## src/rtl/pwm_carrier_cfg_ctrl.sv

```systemverilog
// pwm_carrier_cfg_ctrl
// Accepts new carrier settings through a valid/ready handshake and holds
// them in shadow registers. They are committed to the timer-facing outputs
// only at a selected carrier event, so a carrier cycle is never cut short.
// If no event arrives within TIMEOUT cycles, the commit is forced and
// flagged.
module pwm_carrier_cfg_ctrl #(
    parameter int PWMWIDTH = 16,
    parameter int TIMEOUT  = 65535
) (
    input  logic                clk,
    input  logic                rst,
    input  logic                cfg_valid_i,
    output logic                cfg_ready_o,
    input  logic [PWMWIDTH-1:0] cfg_countmax_i,
    input  logic [PWMWIDTH-1:0] cfg_init_carr_i,
    input  logic [1:0]          cfg_count_mode_i,
    input  logic [1:0]          cfg_syncmode_i,
    input  logic [1:0]          cfg_upd_mode_i,
    input  logic [PWMWIDTH-1:0] carrier_i,
    output logic [PWMWIDTH-1:0] countmax_o,
    output logic [PWMWIDTH-1:0] init_carr_o,
    output logic [1:0]          count_mode_o,
    output logic [1:0]          syncmode_o,
    output logic                busy_o,
    output logic                commit_pulse_o,
    output logic                cfg_err_o,
    output logic                timeout_flag_o
);

    // The wait counter only has to reach TIMEOUT, where it saturates.
    localparam int CW = (TIMEOUT < 2) ? 1 : $clog2(TIMEOUT + 1);
    localparam logic [CW-1:0] TMAX = CW'(TIMEOUT);

    localparam logic [0:0] ST_IDLE = 1'b0;
    localparam logic [0:0] ST_WAIT = 1'b1;

    logic [0:0]          state_q, state_d;
    logic [CW-1:0]       wcnt_q, wcnt_d;

    // Shadow copy of the accepted request.
    logic [PWMWIDTH-1:0] shCmax_q, shCmax_d;
    logic [PWMWIDTH-1:0] shInit_q, shInit_d;
    logic [1:0]          shMode_q, shMode_d;
    logic [1:0]          shSync_q, shSync_d;
    logic [1:0]          shUpd_q, shUpd_d;

    // Active configuration seen by the timer.
    logic [PWMWIDTH-1:0] actCmax_q, actCmax_d;
    logic [PWMWIDTH-1:0] actInit_q, actInit_d;
    logic [1:0]          actMode_q, actMode_d;
    logic [1:0]          actSync_q, actSync_d;

    logic                ready_q, ready_d;
    logic                busy_q, busy_d;
    logic                commit_q, commit_d;
    logic                err_q, err_d;
    logic                tflag_q, tflag_d;

    logic                evt;
    logic                timerStopped;

    // A stopped timer never produces an event, so it always counts as one.
    always_comb begin
        timerStopped = (actMode_q == 2'b00) || (actCmax_q == '0);
        evt = (shUpd_q == 2'b00)
           || (shUpd_q[0] && (carrier_i == '0))
           || (shUpd_q[1] && (carrier_i == actCmax_q))
           || timerStopped;
    end

    // Next-state logic: handshake and reject in IDLE, event/timeout commit in WAIT.
    always_comb begin
        state_d   = state_q;
        wcnt_d    = wcnt_q;
        shCmax_d  = shCmax_q;
        shInit_d  = shInit_q;
        shMode_d  = shMode_q;
        shSync_d  = shSync_q;
        shUpd_d   = shUpd_q;
        actCmax_d = actCmax_q;
        actInit_d = actInit_q;
        actMode_d = actMode_q;
        actSync_d = actSync_q;
        tflag_d   = tflag_q;
        commit_d  = 1'b0;
        err_d     = 1'b0;

        case (state_q)
            ST_IDLE: begin
                if (cfg_valid_i) begin
                    if ((cfg_countmax_i == '0) && (cfg_count_mode_i != 2'b00)) begin
                        err_d = 1'b1;
                    end else begin
                        shCmax_d = cfg_countmax_i;
                        shInit_d = cfg_init_carr_i;
                        shMode_d = cfg_count_mode_i;
                        shSync_d = cfg_syncmode_i;
                        shUpd_d  = cfg_upd_mode_i;
                        wcnt_d   = '0;
                        tflag_d  = 1'b0;
                        state_d  = ST_WAIT;
                    end
                end
            end
            ST_WAIT: begin
                if (evt || (wcnt_q == TMAX)) begin
                    actCmax_d = shCmax_q;
                    actInit_d = shInit_q;
                    actMode_d = shMode_q;
                    actSync_d = shSync_q;
                    commit_d  = 1'b1;
                    tflag_d   = ~evt;
                    state_d   = ST_IDLE;
                end else begin
                    wcnt_d = wcnt_q + 1'b1;
                end
            end
            default: begin
                state_d = ST_IDLE;
            end
        endcase

        ready_d = (state_d == ST_IDLE);
        busy_d  = (state_d == ST_WAIT);
    end

    // State and output registers; reset discards any pending shadow config.
    always_ff @(posedge clk or posedge rst) begin
        if (rst) begin
            state_q   <= ST_IDLE;
            wcnt_q    <= '0;
            shCmax_q  <= '0;
            shInit_q  <= '0;
            shMode_q  <= 2'b00;
            shSync_q  <= 2'b00;
            shUpd_q   <= 2'b00;
            actCmax_q <= '0;
            actInit_q <= '0;
            actMode_q <= 2'b00;
            actSync_q <= 2'b00;
            ready_q   <= 1'b1;
            busy_q    <= 1'b0;
            commit_q  <= 1'b0;
            err_q     <= 1'b0;
            tflag_q   <= 1'b0;
        end else begin
            state_q   <= state_d;
            wcnt_q    <= wcnt_d;
            shCmax_q  <= shCmax_d;
            shInit_q  <= shInit_d;
            shMode_q  <= shMode_d;
            shSync_q  <= shSync_d;
            shUpd_q   <= shUpd_d;
            actCmax_q <= actCmax_d;
            actInit_q <= actInit_d;
            actMode_q <= actMode_d;
            actSync_q <= actSync_d;
            ready_q   <= ready_d;
            busy_q    <= busy_d;
            commit_q  <= commit_d;
            err_q     <= err_d;
            tflag_q   <= tflag_d;
        end
    end

    assign cfg_ready_o    = ready_q;
    assign busy_o         = busy_q;
    assign commit_pulse_o = commit_q;
    assign cfg_err_o      = err_q;
    assign timeout_flag_o = tflag_q;
    assign countmax_o     = actCmax_q;
    assign init_carr_o    = actInit_q;
    assign count_mode_o   = actMode_q;
    assign syncmode_o     = actSync_q;

endmodule

```

## config.mk

```make
export PLATFORM = sky130hd
export DESIGN_NAME = pwm_carrier_cfg_ctrl
export DESIGN_NICKNAME = d
export VERILOG_FILES = /design/src/rtl/pwm_carrier_cfg_ctrl.sv
export SDC_FILE = /design/constraint.sdc
export NUM_CORES = 1
export LEC_CHECK = 0
export ABC_AREA = 1
export BUFFER_PORTS_ARGS = -buffer_cell sky130_fd_sc_hd__buf_4
export CELL_PAD_IN_SITES_DETAIL_PLACEMENT = 0
export CELL_PAD_IN_SITES_GLOBAL_PLACEMENT = 1
export CORE_ASPECT_RATIO = 1.75
export CORE_UTILIZATION = 42
export CTS_BUF_LIST = sky130_fd_sc_hd__clkbuf_16
export DETAILED_ROUTE_END_ITERATION = 6
export HOLD_SLACK_MARGIN = 0.1
export PLACE_DENSITY_LB_ADDON = 0.1
export SLEW_MARGIN = 5
export SYNTH_ARGS = -nofsm -noshare
export SYNTH_HDL_FRONTEND = slang
export SYNTH_SLANG_ARGS = --single-unit
```

## constraint.sdc

```tcl
create_clock -name clk -period 4 [get_ports clk]
set_input_delay 0.2 -clock clk [delete_from_list [all_inputs] [get_ports clk]]
set_output_delay 0.2 -clock clk [all_outputs]
set_load 0.01 [all_outputs]
```

# After elaboration in Yosys (flattened, before gate mapping)
# Cells that the tools add are included.
# Widths: inputs -> output; s select.
# classes
eq_ne	6
n_bitwise	4
mux	17
add_sub_neg	1
reduce_logical	18
# ops
operator	n
$logic_not 16->1	3
$mux 16	3
$pmux 16 s2	1
$add 16x1->16 const B	1
$eq 16x16->1	1
$eq 16x16->1 const B	1
$mux 1	11
$reduce_and 3->1	3
$ne 2x2->1 const B	3
$logic_or 1x1->1	5
$logic_not 2->1	2
$not 1->1	4
$pmux 1 s2	2
$logic_and 1x1->1	3
$ne 2x1->1 const B	1
$reduce_and 2->1	1
$reduce_bool 2->1	1
# word_totals
reg_bits	95
in_bits	57
wordCells	61
output_inout_bits	41

# Longest topological paths before layout
# logic_depth
depth_word	9
ltp_mapped	13
depth_no_buf	12

# Least setup slack after synthesis
# OpenSTA, ideal clock, no wires.
# synth_path
path_kind	reg2reg
startpoint	reg wcnt_q[0]
endpoint	reg actCmax_q[14] (netlist: countmax_o[14])
stages_incl_launch_ff	13
slack_ps	2286
period_less_slack_ps	1714
required_ps	3883
setup_ps	117
path_buffers	2
t_arrival_ps	1597
cell_sequence	dfrtp_1 -> ha_1 -> nand3_2 -> nor2_4 -> nand3_2 -> nor2_2 -> nand3_2 -> nand3_1 -> nand2_2 -> buf_6 -> buf_6 -> nand2_1 -> nand2_1
# synth_via
elab_chain_len	3
# synth_rtl
item	line_no	rtl
start: declaration	39	logic [CW-1:0] wcnt_q, wcnt_d;
start signal: assignment	149	wcnt_q <= wcnt_d;
$eq 16x16->1	107	if (evt || (wcnt_q == TMAX)) begin
$logic_or 1x1->1	107	
$reduce_and 2->1 (no source line)	--	
end signal: assignment	155	actCmax_q <= actCmax_d;
end: declaration	49	logic [PWMWIDTH-1:0] actCmax_q, actCmax_d;
# No other way between the ends.
# A chain may end at the register's enable or synchronous reset.

# Worst setup path in the final report
# layout_path
startpoint	reg wcnt_q[0]
endpoint	reg wcnt_q[1]
# layout_via
elab_chain_len	4
word_cells_on_any_way	7
classes_between	add/sub (1); eq/ne (2); mux (2); reduce/logical (2)
# layout_rtl
item
parallel branches: the longest is 4 deep, another holds $add 16x1->16
# Several ways; the timed one is not identified. The select of a mux whose other input is x is not followed.

==> impl_summary.txt <==
----------------------------------------------------
[Critical path]
  R2R cell count ... 10
  Cell family with most CP delay ... simple AND/OR/NAND/NOR gates
  Worst-path cell chain ... ha_1, nand3_2, nor2_4, nand3_2, nor2_2, nand3_2, nand4_2, inv_1, nand2_1, nand2_1
  Reg-to-Reg End ... wcnt_q[1]
  Worst Path Class, Setup ... reg2reg
  Nature of the critical path endpoint ... register
  Crit Path Max Fanout ... 17
  CP max-delay cell ... sky130_fd_sc_hd__dfrtp_1
  Reg-to-reg slack, setup ... 1.88 ns
  Setup crit start kind ... register
  Delay of the slowest critical-path stage ... 0.41 ns
  Worst reg2reg startpoint ... wcnt_q[0]
  Most used cell, CP ... sky130_fd_sc_hd__nand3_2
  Data arrival time of the worst path ... 2.34 ns
  Required arrival time at the worst endpoint ... 4.22 ns
  Buf/Inv on CP ... 1

[Synthesis]
  Compound-Gate Fraction of Synth Area ... 5.22%
  Area fraction of the dominant cell type after synthesis ... 51.9%
  Dominant cell type by area after synthesis ... sky130_fd_sc_hd__dfrtp_1
  Net count after synthesis ... 648
  Most area-consuming cells after synthesis ... sky130_fd_sc_hd__dfrtp_1, sky130_fd_sc_hd__nand2_1, sky130_fd_sc_hd__inv_1
  Largest family of logic cells by synthesized area ... simple AND/OR/NAND/NOR gates
  Synthesized instance count ... 590
  Synthesized cell area ... 0.00453 sq mm
  Sequential area share after synthesis ... 52.5%
  Fraction of the mapped netlist area in simple logic gates ... 30.3%
  Average instance area after synthesis ... 7.68 sq um
  Xor and xnor fraction of the mapped netlist area ... 2.51%
  Number of distinct library cells after synthesis ... 27
  Register bit count reported by yosys ... 95
  Multiplexer fraction of the synthesized cell area ... 0%
  Post-synthesis adder-cell area fraction ... 0.276%
  Yosys synthesis warning count ... 0

[Cells and area]
  Post-route standard cell area excluding fillers ... 0.00566 sq mm
  Layout area overhead ... 25.0%
  Share of cells above drive strength 1 ... 18.3%
  Final Net Count ... 743
  Ant. Diodes ... 0
  Area of all sequential standard cells ... 0.00238 sq mm
  Multi-input gate area ... 0.00174 sq mm
  Fillcell total ... 1062

[CTS]
  CTS HTree Levels ... 3
  Clock latency on the worst-skew pair ... 0.34 ns
  Buffers inserted during post-CTS setup optimization ... 0
  CTS root buffer ... sky130_fd_sc_hd__clkbuf_16
  TritonCTS clock tree ... built
  Total clock buffers created by CTS ... 9
  Clock transition at the registers of the reported paths ... 0.07 ns
  CTS sink cnt ... 95
  Max Root-Sink Buffers ... 2

[Floorplan]
  Horiz. Die Dim ... 80.5 um
  Num ports ... 98
  Effective utilization at floorplan ... 43.7%
  Die height ... 139 um
  Num rows ... 49
  DIE AREA ... 0.0112 sq mm
  Floorplan Core Area ... 0.0104 sq mm

[Global route]
  First-pass GRT wire length ... 17600 um
  Via count of the first global-routing pass ... 3755
  GR Util All Layers ... 20.6%
  Congestion Overflow GR ... 0
  Largest net degree at the start of global routing ... 58
  Antenna violations before repair ... 0

[Min path]
  Hold Crit Class ... in2reg
  Origin of the worst min-delay path ... cfg_init_carr_i[4]
  Min-Delay Path Depth ... 3
  Hold path endpoint ... shInit_q[4]

[Power]
  Comb pwr share ... 36.6%
  Leakage power of the design ... 3.15 nW
  Switching component of the power ... 1.51 mW
  Switching power as a share of total power ... 38.6%
  Peak ir drop on the vdd network ... 0.340 mV
  Clk pwr share ... 21.8%
  Int Power ... 2.40 mW
  PwrDens ... 690 mW/mm^2
  Sequential share of power ... 41.6%
  Overall Power ... 3.91 mW

[Timing]
  Period utilisation layout ... 52.9%
  Setup_tns ... 0 ns
  Min Hold Slack ... 0.114 ns
  Setup clock skew after layout ... 0.00981 ns
  Time the final worst path needs with I/O delays and setup ... 2.12 ns
  Unrepaired setup endpoints after global routing ... no
  Fmax ... 0.472 GHz
  Worst slew margin relative to its limit ... 53.8%
  Final Hold Vio Count ... 0
  Final setup slack of the worst path ... 1.88 ns
  Number of max-slew violations in the final report ... 0
  Tightest Pin Transition ... 0.692 ns
  Number of failing setup endpoints in the final timing report ... 0

[Placement]
  HPWL after DPL ... 7560 um
  Total cell area at the placement stage ... 0.00534 sq mm
  RD Place Congestion ... 0.840
  PortBufs ... 97
  Post-Place Setup Slack ... 1.87 ns

[Detailed routing]
  Total Routed Length ... 10800 um
  Post-DR vias/cell ... 4.71
  Detailed-routing iteration count for the pre-antenna-repair pass ... 4
  Per-cell routed wire length ... 13.2 um
  Number of DRC violations after detailed-routing iteration 0 ... 165
  Remaining antenna violation count ... 0
  Count of vias placed by the detailed router ... 3850
  Remaining DRCs ... 0

[Job]
  Maximum capacitance violations ... 0

[Outcome]
  Outcome ... finished clean

----------------------------------------------------
==> cells by family after synthesis <==
kind of cell,after synthesis
and+or+nand+nor,335
buffers and inverters,99
DFF,95
AOI/OAI and AO/OA,47
xor gates and xnor gates,13
adders and majority gates,1
==> layout by cell type (no fill, tap or decap), types with 2 or more instances in the layout <==
cell type and instances:
sky130_fd_sc_hd__o21ai_0 38, sky130_fd_sc_hd__xnor2_1 4, sky130_fd_sc_hd__xor2_1 9, sky130_fd_sc_hd__nand3_1 33
sky130_fd_sc_hd__nor3_1 5, sky130_fd_sc_hd__buf_4 101, sky130_fd_sc_hd__inv_6 2, sky130_fd_sc_hd__inv_1 78
sky130_fd_sc_hd__nand2_1 233, sky130_fd_sc_hd__dlygate4sd3_1 3, sky130_fd_sc_hd__nand4_1 7, sky130_fd_sc_hd__dfrtp_1 94
sky130_fd_sc_hd__nand3_2 4, sky130_fd_sc_hd__clkbuf_16 9, sky130_fd_sc_hd__nor2_1 47, sky130_fd_sc_hd__a21oi_1 8
==> layer usage <==
metal / GRT usage [%] / vias up / routed length [um]
met5: 0 / - / 0
met4: 6.11 / 0 / 141
met3: 3.93 / 9 / 455
met2: 36.7 / 82 / 5610
met1: 24.5 / 1773 / 4570
li1: - / 1986 / -
==> cell usage after synthesis, drive strengths merged <==
library cell	number
ha	1
inv	78
nand2	234
a21oi	8
buf	14
dfrtp	94
clkbuf	6
o22ai	1
xor2	9
nand3	37
o21ai	38
and3	1
nor2	49
nor3	5
dfstp	1
xnor2	4
nand4	8
nor4b	1
clkinv	1
==> tightest hold or removal path, delay by kind of cell <==
| family | cells | cell delay (ns) |
|---|---|---|
| AOI/OAI and AO/OA | 1 | 0.07 |
| buffers and inverters | 2 | 0.14 |
==> metrics by stage <==
stage | util (%) | std cells
2_1_floorplan | - | 590
3_3_place_gp | 51.5 | 798
3_5_place_dp | 51.5 | 798
4_1_cts | 54.6 | 817
5_1_grt | 54.6 | 817
6_report | 54.6 | 817
==> power groups by stage <==
stage / Sequential [mW] / Combinational (mW) / Clock, mW
6_report: 1.63 / 1.43 / 0.853
5_1_grt: 1.67 / 1.64 / 0.911
4_1_cts: 1.63 / 1.47 / 0.877
3_5_place_dp: 1.64 / 1.46 / 0
3_3_place_gp: 1.63 / 1.42 / 0
2_1_floorplan: 1.66 / 0.894 / 0
==> worst max-delay path by stage <==
stage               startpoint   endpoint  slack (ns)  cells past startpoint
floorplan                  rst     busy_o        1.32                      1
global placement     wcnt_q[0]  wcnt_q[6]        1.89                     10
detailed placement   wcnt_q[0]  wcnt_q[1]        1.87                     10
CTS                  wcnt_q[0]  wcnt_q[1]        1.84                     10
global route         wcnt_q[0]  wcnt_q[2]        1.65                     10
finish               wcnt_q[0]  wcnt_q[1]        1.88                     10
==> registers in the layout, summed over array words and instances (netlist names) <==
register and flops:
shMode_q 2, shUpd_q 2, countmax_o 16, cfg_err_o 1, init_carr_o 16, count_mode_o 2
shSync_q 2, shCmax_q 16, shInit_q 16, cfg_ready_o 1, syncmode_o 2, commit_pulse_o 1
wcnt_q 16, timeout_flag_o 1, busy_o 1
==> final cells by class <==
class / count / area share (%)
flip-flops and latches: 95 / 42.0
well taps: 127 / 2.81
inverters: 79 / 5.30
clock buffers: 9 / 3.98
clock inverters: 7 / 1.26
multi-input cells: 396 / 30.7
repair buffers: 104 / 13.9
==> timing repair <==
action,CTS,global route
gates resized for setup,0,0
setup endpoints to repair,0,0
hold endpoints to repair,56,0
hold buffers,3,0
Note: power is estimated with default switching activity, not from simulation.
